[config.mk]
export PLATFORM = sky130hd
export DESIGN_NAME = irq_pend_4
export DESIGN_NICKNAME = d
export VERILOG_FILES = /design/src/rtl/irq_pend_pkg.sv /design/src/rtl/sync_2ff.sv /design/src/rtl/irq_pend_4.sv
export SDC_FILE = /design/constraint.sdc
export NUM_CORES = 1
export LEC_CHECK = 0
export ABC_AREA = 1
export ABC_CLOCK_PERIOD_IN_PS = 1750
export CAP_MARGIN = 20
export CELL_PAD_IN_SITES_DETAIL_PLACEMENT = 2
export CELL_PAD_IN_SITES_GLOBAL_PLACEMENT = 2
export CORE_MARGIN = 1
export CORE_UTILIZATION = 38
export DETAILED_ROUTE_END_ITERATION = 12
export DONT_BUFFER_PORTS = 1
export PLACE_DENSITY = 0.85
export SYNTH_ARGS = -nofsm -noshare
export SYNTH_HDL_FRONTEND = slang
export SYNTH_SLANG_ARGS = --single-unit
[constraint.sdc]
create_clock -name clk -period 1.75 [get_ports clk]
set_input_delay 0.525 -clock clk [delete_from_list [all_inputs] [get_ports clk]]
set_output_delay 0.525 -clock clk [all_outputs]
set_load 0.02 [all_outputs]
[src/rtl/irq_pend_pkg.sv]
// Shared constants and types for the 4-line interrupt pending block.
//   N_REQ     : number of request lines
//   ID_W      : width of an acknowledge index
//   req_vec_t : one bit per request line
package irq_pend_pkg;

    localparam int unsigned N_REQ = 4;
    localparam int unsigned ID_W  = 2;

    typedef logic [N_REQ-1:0] req_vec_t;

endpackage

[src/rtl/sync_2ff.sv]
// Two-flop synchroniser for a single asynchronous bit.
// Ports:
//   clk   : destination clock
//   rst_n : asynchronous active-low reset, clears both flops
//   d     : asynchronous input
//   q     : synchronised output (two cycles of latency)
module sync_2ff (
    input  logic clk,
    input  logic rst_n,
    input  logic d,
    output logic q
);

    logic meta_q;
    logic sync_q;

    always_ff @(posedge clk or negedge rst_n) begin
        if (!rst_n) begin
            meta_q <= 1'b0;
            sync_q <= 1'b0;
        end else begin
            meta_q <= d;
            sync_q <= meta_q;
        end
    end

    assign q = sync_q;

endmodule

[src/rtl/irq_pend_4.sv]
// Four-line interrupt pending register with edge/level capture, per-bit
// acknowledge, masking and sticky overrun flags.
// Optional macro IRQ_PEND_SYNC_EN: when defined each req_in bit passes
// through a 2-flop synchroniser before capture (two extra cycles latency);
// otherwise req_in must already be synchronous to clk.
// Ports:
//   clk     : clock, all state on rising edge
//   rst_n   : asynchronous active-low reset
//   req_in  : raw request lines (bit 3 highest priority downstream)
//   mask    : 1 = bit hidden from pend/irq but still captured
//   ack     : one-cycle acknowledge strobe
//   ack_id  : index of the acknowledged request
//   clr_ovr : clears all overrun flags
//   pend    : registered pending vector, raw pending masked by ~mask
//   irq     : registered, any bit of pend set
//   overrun : sticky per-bit lost-event flags
module irq_pend_4
    import irq_pend_pkg::*;
#(
    parameter int unsigned EDGE_MODE = 1
) (
    input  logic            clk,
    input  logic            rst_n,
    input  req_vec_t        req_in,
    input  req_vec_t        mask,
    input  logic            ack,
    input  logic [ID_W-1:0] ack_id,
    input  logic            clr_ovr,
    output req_vec_t        pend,
    output logic            irq,
    output req_vec_t        overrun
);

    req_vec_t s;
    req_vec_t s_q;
    req_vec_t evt;
    req_vec_t ack_hit;
    req_vec_t ovr_set;
    req_vec_t praw_q, praw_d;
    req_vec_t pend_q, pend_d;
    req_vec_t ovr_q, ovr_d;
    logic     irq_q;

`ifdef IRQ_PEND_SYNC_EN
    for (genvar i = 0; i < N_REQ; i++) begin : g_sync
        sync_2ff u_sync (
            .clk   (clk),
            .rst_n (rst_n),
            .d     (req_in[i]),
            .q     (s[i])
        );
    end
`else
    assign s = req_in;
`endif

    always_comb begin
        evt     = (EDGE_MODE != 0) ? (s & ~s_q) : s;
        ack_hit = '0;
        if (ack) begin
            ack_hit[ack_id] = 1'b1;
        end
        // A new event always wins over an ack on the same bit.
        praw_d  = evt | (praw_q & ~ack_hit);
        // Level capture re-asserts every cycle by design, so it never overruns.
        ovr_set = (EDGE_MODE != 0) ? (evt & praw_q & ~ack_hit) : '0;
        ovr_d   = clr_ovr ? ovr_set : (ovr_q | ovr_set);
        // Mask from the next-state so pend shows up on the capturing edge.
        pend_d  = praw_d & ~mask;
    end

    always_ff @(posedge clk or negedge rst_n) begin
        if (!rst_n) begin
            s_q    <= '0;
            praw_q <= '0;
            pend_q <= '0;
            irq_q  <= 1'b0;
            ovr_q  <= '0;
        end else begin
            s_q    <= s;
            praw_q <= praw_d;
            pend_q <= pend_d;
            irq_q  <= |pend_d;
            ovr_q  <= ovr_d;
        end
    end

    assign pend    = pend_q;
    assign irq     = irq_q;
    assign overrun = ovr_q;

endmodule
==> results.md, run 1 <==
* Status: finished, final reports clean
* Slew HR at 47.9%
* Hold_buf cts at 1
* Hold_sp: req_in[1]
* GPL Wtd Cong at 0.636
* Setup tns final at 0 ps
* Max Fclk at 0.780 GHz
* Mapped Nets at 79
* WL met3 at 69 µm
* Top-count cell post-synth: dfrtp_1
* Metal-1 WL at 511 µm
* Maximum vdd drop at 0.542 mV
* N_diodes at 0
* Critical Path Start: overrun[0]
* Die Area at 0.00203 mm²
* Asr flop ratio synth at 100%
* Die width at 45.1 µm
* Clock power share at 26.4%
* Drt initial violations at 1
* Cts bufs inserted at 3
* Maximum fanout along the worst path at 2
* CP Launch Type: register
* CTS clk-pin slew, worst paths at 100 ps
* Share of power burned in registers at 61.0%
* Yosys top cell by area: dfrtp_1
* Worst-margin pin slew at 778 ps
* Leak at 0.408 nW
* Endpoints failing hold at 0
* Top post-synthesis cells by area: dfrtp_1, nand2_4, nand2_2, inv_1, o22ai_1
* Net Switching at 0.224 mW
* Reg2reg start: s_q[1]
* Mapped Area at 706 µm²
* Grt total ovfl at 0
* RSZ-0062 raised after global routing: no
* Area added between synthesis and finish at 9.57%
* Cells after Synth at 65
* Crit end category: primary output
* Fillers at 196
* Fin. max-slew vios at 0
* Yosys reg bits at 17
* Met2 WL post-DR at 643 µm
* CTS root buffer: clkbuf_4
* Port bufs at 0
* Pwr Density at 1010 mW/mm²
* Register area at 425 µm²
* Comb power frac at 12.6%
* Initial core utilization at 40.9%
* DP Wirelength at 962 µm
* Share of cells above drive strength 1 at 35.7%
* Internal Pwr Total at 0.554 mW
* CTS tree: built
* Post-CTS resize count at 0
* Tcrit/Tclk final at 73.2%
* Mean post-synth cell area at 10.9 µm²
* CP arrival at 760 ps
* Post-synth top area share at 60.3%
* WL/cell at 13.1 µm
* Yosys warns at 0
* Top Ports at 23
* Row cnt at 15
* Max Cap Violations at 0
* Initial antenna violation count at 0
* Layout Nets at 85
* Area of the multi-input gates at 205 µm²
* Final ANT Viol Nets at 0
* Final worst setup slack at 469 ps
* Final setup viols at 0
* Vias at 423
* Worst-Skew Late Latency at 290 ps
* Register area share after synthesis at 60.3%
* Switch share at 28.8%
* Crit path kind: register to primary output
* Setup WS pre-CTS at 626 ps
* Average vias per placed instance at 4.45
* Synth top cells by count: dfrtp_1, inv_1, nand2_2, nand2_4, inv_2
* Min cycle time layout at 1280 ps
* Largest net degree at the start of global routing at 18
* Final WL at 1240 µm
* Clock sink count at 17
* Clock skew at 8.33 ps
* DR top layer: met4
* H-tree depth reported by CTS at 1
* Postcts setup bufs at 0
* First-pass GRT wire length at 1970 µm
* Pre-antenna DRT Iters at 2
* Die height at 45.1 µm
* GRT Total Usage at 14.9%
* Core footprint at 0.00173 mm²
* Post-synth EDFFs at 0
* Drt drc at 0
* Library cells used by synthesis at 11
* HP Class: primary input to register
* CP required at 1220 ps
* Number of global-route vias before repair at 429
* Prevailing post-synth register cell: dfrtp_1
* Max clock buf depth at 2
through the flow:
stage	total power, mW	utilization (%)	std cells	instance area, µm²	hold WS, ps
floorplan	0.557	-	65	706	229
global placement	0.568	42.7	90	737	230
detailed placement	0.575	42.7	90	737	230
CTS	0.795	44.8	95	773	242
global route	0.827	44.8	95	773	229
finish	0.778	44.8	95	773	256
kinds of logic (layout without fill, tap and decap cells):
kind of cell | Yosys count | in the layout | synth area share [%]
AO/OA/AOI/OAI | 4 | 4 | 3.55
buffers and inverters | 20 | 25 | 10.6
flip-flops | 17 | 17 | 60.3
AND/OR/NAND/NOR | 24 | 24 | 25.5
metal layers:
metal	global-route usage, %	vias to the layer above
li1	-	199
met1	16.6	210
met2	22.6	12
met3	5.20	2
met4	12.7	0
met5	0	-
final cells by class:
| type | instances | area share [%] |
|---|---|---|
| clock buffers | 4 | 3.40 |
| inverters | 20 | 9.71 |
| multi-input cells | 28 | 26.5 |
| flip-flops and latches | 17 | 55.0 |
| well taps | 25 | 4.05 |
| repair buffers | 1 | 1.29 |
final timing paths:
check                      slack (ps)  cells after the start          to
max                               470                      0  overrun[0]
max in group asynchronous         510                      1   praw_q[3]
max reg2reg                       860                      7         irq
min                               260                      0      s_q[1]
min reg2reg                       520                      2   praw_q[0]
min in group asynchronous         750                      1  overrun[1]
flip-flops by register name (all words and copies together) (netlist names):
| register | cells |
|---|---|
| irq | 1 |
| overrun | 4 |
| pend | 4 |
| praw_q | 4 |
| s_q | 4 |
power by group through the flow:
stage / Combinational (mW) / Sequential (mW) / Clock [mW]
floorplan: 0.0789 / 0.478 / 0
global placement: 0.0866 / 0.482 / 0
detailed placement: 0.0915 / 0.483 / 0
CTS: 0.101 / 0.476 / 0.218
global route: 0.113 / 0.479 / 0.236
finish: 0.0978 / 0.475 / 0.205
placed cells by master, fill, tap and decap left out:
cell type and n:
clkbuf_1 1, nand3_1 3, nand2_2 10, nand2_8 1
clkbuf_4 3, inv_1 14, nand2_4 6, dfrtp_1 17
clkinv_1 1, dlygate4sd3_1 1, nand2_1 3, o22ai_1 4
nor2_1 1, inv_2 5
(Power assumes the default switching activity.)
==> run 2: changes to the inputs <==
ABC_CLOCK_PERIOD_IN_PS = 1200   (was 1750)
CORE_UTILIZATION = 35   (was 38)
PLACE_DENSITY = 0.79   (was 0.85)
clock period = 1.2 ns   (was 1.75 ns; I/O delays follow)
==> run 2 against run 1 <==
  * Setup slack worse by 380 ps
  * Worst hold slack worse by 160 ps
  * Combinational power is 50% higher
  * Sequential power is 45% higher
  * Via count is 4.0% lower
  * Count of clock-buffer cells in the layout stayed put
  * Die area is 8.2% higher
  * Sequential cell count stayed put
  * Register-to-register slack worse by 540 ps
  * Cell count stayed put
  * Core utilization is 1.9 points lower
  * Non-clock buffer count stayed put
  * Largest cell class unchanged
  * Highest routed layer is now met3
==> results.md, run 2 (synthesis gave the netlist of run 1 again) <==
* Status: finished, final reports clean
* Final setup viols at 0 (unchanged)
* Reg2reg start: s_q[1]
* Postcts setup bufs at 0 (unchanged)
* Hold endpoint: s_q[0]
* Endpoints failing hold at 0 (unchanged)
* Commonest non-fill, non-tap cells in the layout: dfrtp_1, inv_1, nand2_2, nand2_4, inv_2
* Leak at 0.408 nW (unchanged)
* Initial core utilization at 39.2% (-1.7 points)
* Clock sink count at 17 (unchanged)
* Port bufs at 0 (unchanged)
* Number of global-route vias before repair at 453 (+5.6%)
* Slew HR at 48.1% (+0.16 points)
* Pre-antenna DRT Iters at 2 (unchanged)
* Drt drc at 0 (unchanged)
* Final core utilization at 42.9% (-1.9 points)
* Setup tns final at 0 ps (unchanged)
* Layout Nets at 85 (unchanged)
* Row cnt at 15 (unchanged)
* RSZ-0062 raised after global routing: no
* Clock skew at 0.457 ps (-7.88 ps)
* Register area at 425 µm² (unchanged)
* Maximum fanout along the worst path at 2 (unchanged)
* CP Launch Type: register
* R2R Path End: irq
* Crit end category: primary output
* Worst-margin pin slew at 776 ps (-2.41 ps)
* Die Area at 0.00220 mm² (+8.2%)
* Share of cells above drive strength 1 at 35.7% (unchanged)
* DP Wirelength at 961 µm (-0.10%)
* H-tree depth reported by CTS at 1 (unchanged)
* Max clock buf depth at 2 (unchanged)
* Non-filler instance count after layout at 95 (unchanged)
* Vias at 406 (-4.0%)
* Min cycle time layout at 1110 ps
* First-pass GRT wire length at 1970 µm (unchanged)
* Maximum vdd drop at 0.700 mV (+29%)
* Die height at 46.9 µm (+4.0%)
* Final ANT Viol Nets at 0 (unchanged)
* Worst-Skew Late Latency at 280 ps (about the same)
* Largest net degree at the start of global routing at 18 (unchanged)
* Fin. max-slew vios at 0 (unchanged)
* GRT Total Usage at 13.4% (-1.6 points)
* Area of the multi-input gates at 205 µm² (unchanged)
* CP arrival at 750 ps (about the same)
* Area added between synthesis and finish at 9.57% (unchanged)
* Initial antenna violation count at 0 (unchanged)
* Hold_sp: req_in[0]
* Drt initial violations at 3 (+2)
* Tcrit/Tclk final at 92.4%
* Top Ports at 23 (unchanged)
* WL/cell at 12.7 µm (-2.9%)
* HP Class: primary input to register
* N_diodes at 0 (unchanged)
* Cts bufs inserted at 3 (unchanged)
* Crit path kind: register to primary output
* Hold path cells at 0 (unchanged)
* Placed Instance Area at 737 µm² (unchanged)
* Final Instance Area at 773 µm² (unchanged)
* R2R setup slack at 320 ps (-540 ps)
* GPL Wtd Cong at 0.649 (+2.0%)
* Placed Cells incl. Taps at 90 (unchanged)
* Fillers at 206 (+5.1%)
* Max Cap Violations at 0 (unchanged)
* Die width at 46.9 µm (+4.0%)
* Commonest non-fill, non-tap cell in the layout: dfrtp_1
* Final WL at 1210 µm (-2.9%)
* CP required at 840 ps (-380 ps)
* Path depth of the worst reg2reg path at 7 (unchanged)
* Average vias per placed instance at 4.27 (-4.0%)
* Grt total ovfl at 0 (unchanged)
* CTS tree: built
* Core footprint at 0.00180 mm² (+4.3%)
* Max Fclk at 0.902 GHz
* CTS clk-pin slew, worst paths at 90 ps (about the same)
* Pwr Density at 1460 mW/mm² (+45%)
* CTS root buffer: clkbuf_4
[run 2: cell counts in the layout (fill, tap and decap cells not counted)]
Identical to the previous run, type by type.
[run 2: routing by layer]
| layer | vias up | global-route usage [%] | part of all wire [%] |
|---|---|---|---|
| li1 | 197 | - | - |
| met1 | 196 | 17.9 | 41 |
| met2 | 13 | 21.7 | 55 |
| met3 | 0 | 2.31 | 4.1 |
| met4 | 0 | 5.14 | 0 |
| met5 | - | 0 | 0 |
[run 2: per-stage QoR]
| stage | setup slack, ps | power [mW] | hold WS, ps |
|---|---|---|---|
| after global routing | 29.4 | 1.19 | 79.5 |
| after floorplan | 300 | 0.812 | 64.4 |
| after CTS | 63.9 | 1.16 | 87.3 |
| after global placement | 257 | 0.830 | 64.7 |
| after detailed placement | 216 | 0.839 | 64.6 |
| final | 90.9 | 1.13 | 100 |
[run 2: where the power goes]
| part | leakage (nW) | switching (mW) | internal, mW | total (mW) |
|---|---|---|---|---|
| Combinational | 0.193 | 0.0934 | 0.0532 | 0.147 |
| Clock | 0.0150 | 0.165 | 0.129 | 0.293 |
| Sequential | 0.199 | 0.0650 | 0.626 | 0.691 |
[run 2: area by class of cell]
class                           count  area share (%)
Timing Repair Buffer                1            1.29
Sequential cell                    17            55.0
Clock buffer                        4            3.40
Multi-Input combinational cell     28            26.5
Inverter                           20            9.71
Tap cell                           25            4.05
[run 2: repair_timing]
action / 4_1_cts / 5_1_grt
gates resized for setup: 0 / 0
hold buffers: 1 / 0
endpoints found under the hold margin: 17 / 0
[run 2: worst max path at each step]
stage,startpoint,end,slack [ps],cells past startpoint
floorplan,ack_id[0],irq,300,8
global placement,ack_id[0],irq,260,8
detailed placement,ack_id[0],irq,220,8
CTS,rst_n,s_q[1],60,1
global route,rst_n,overrun[1],30,1
finish,overrun[0],overrun[0],90,0
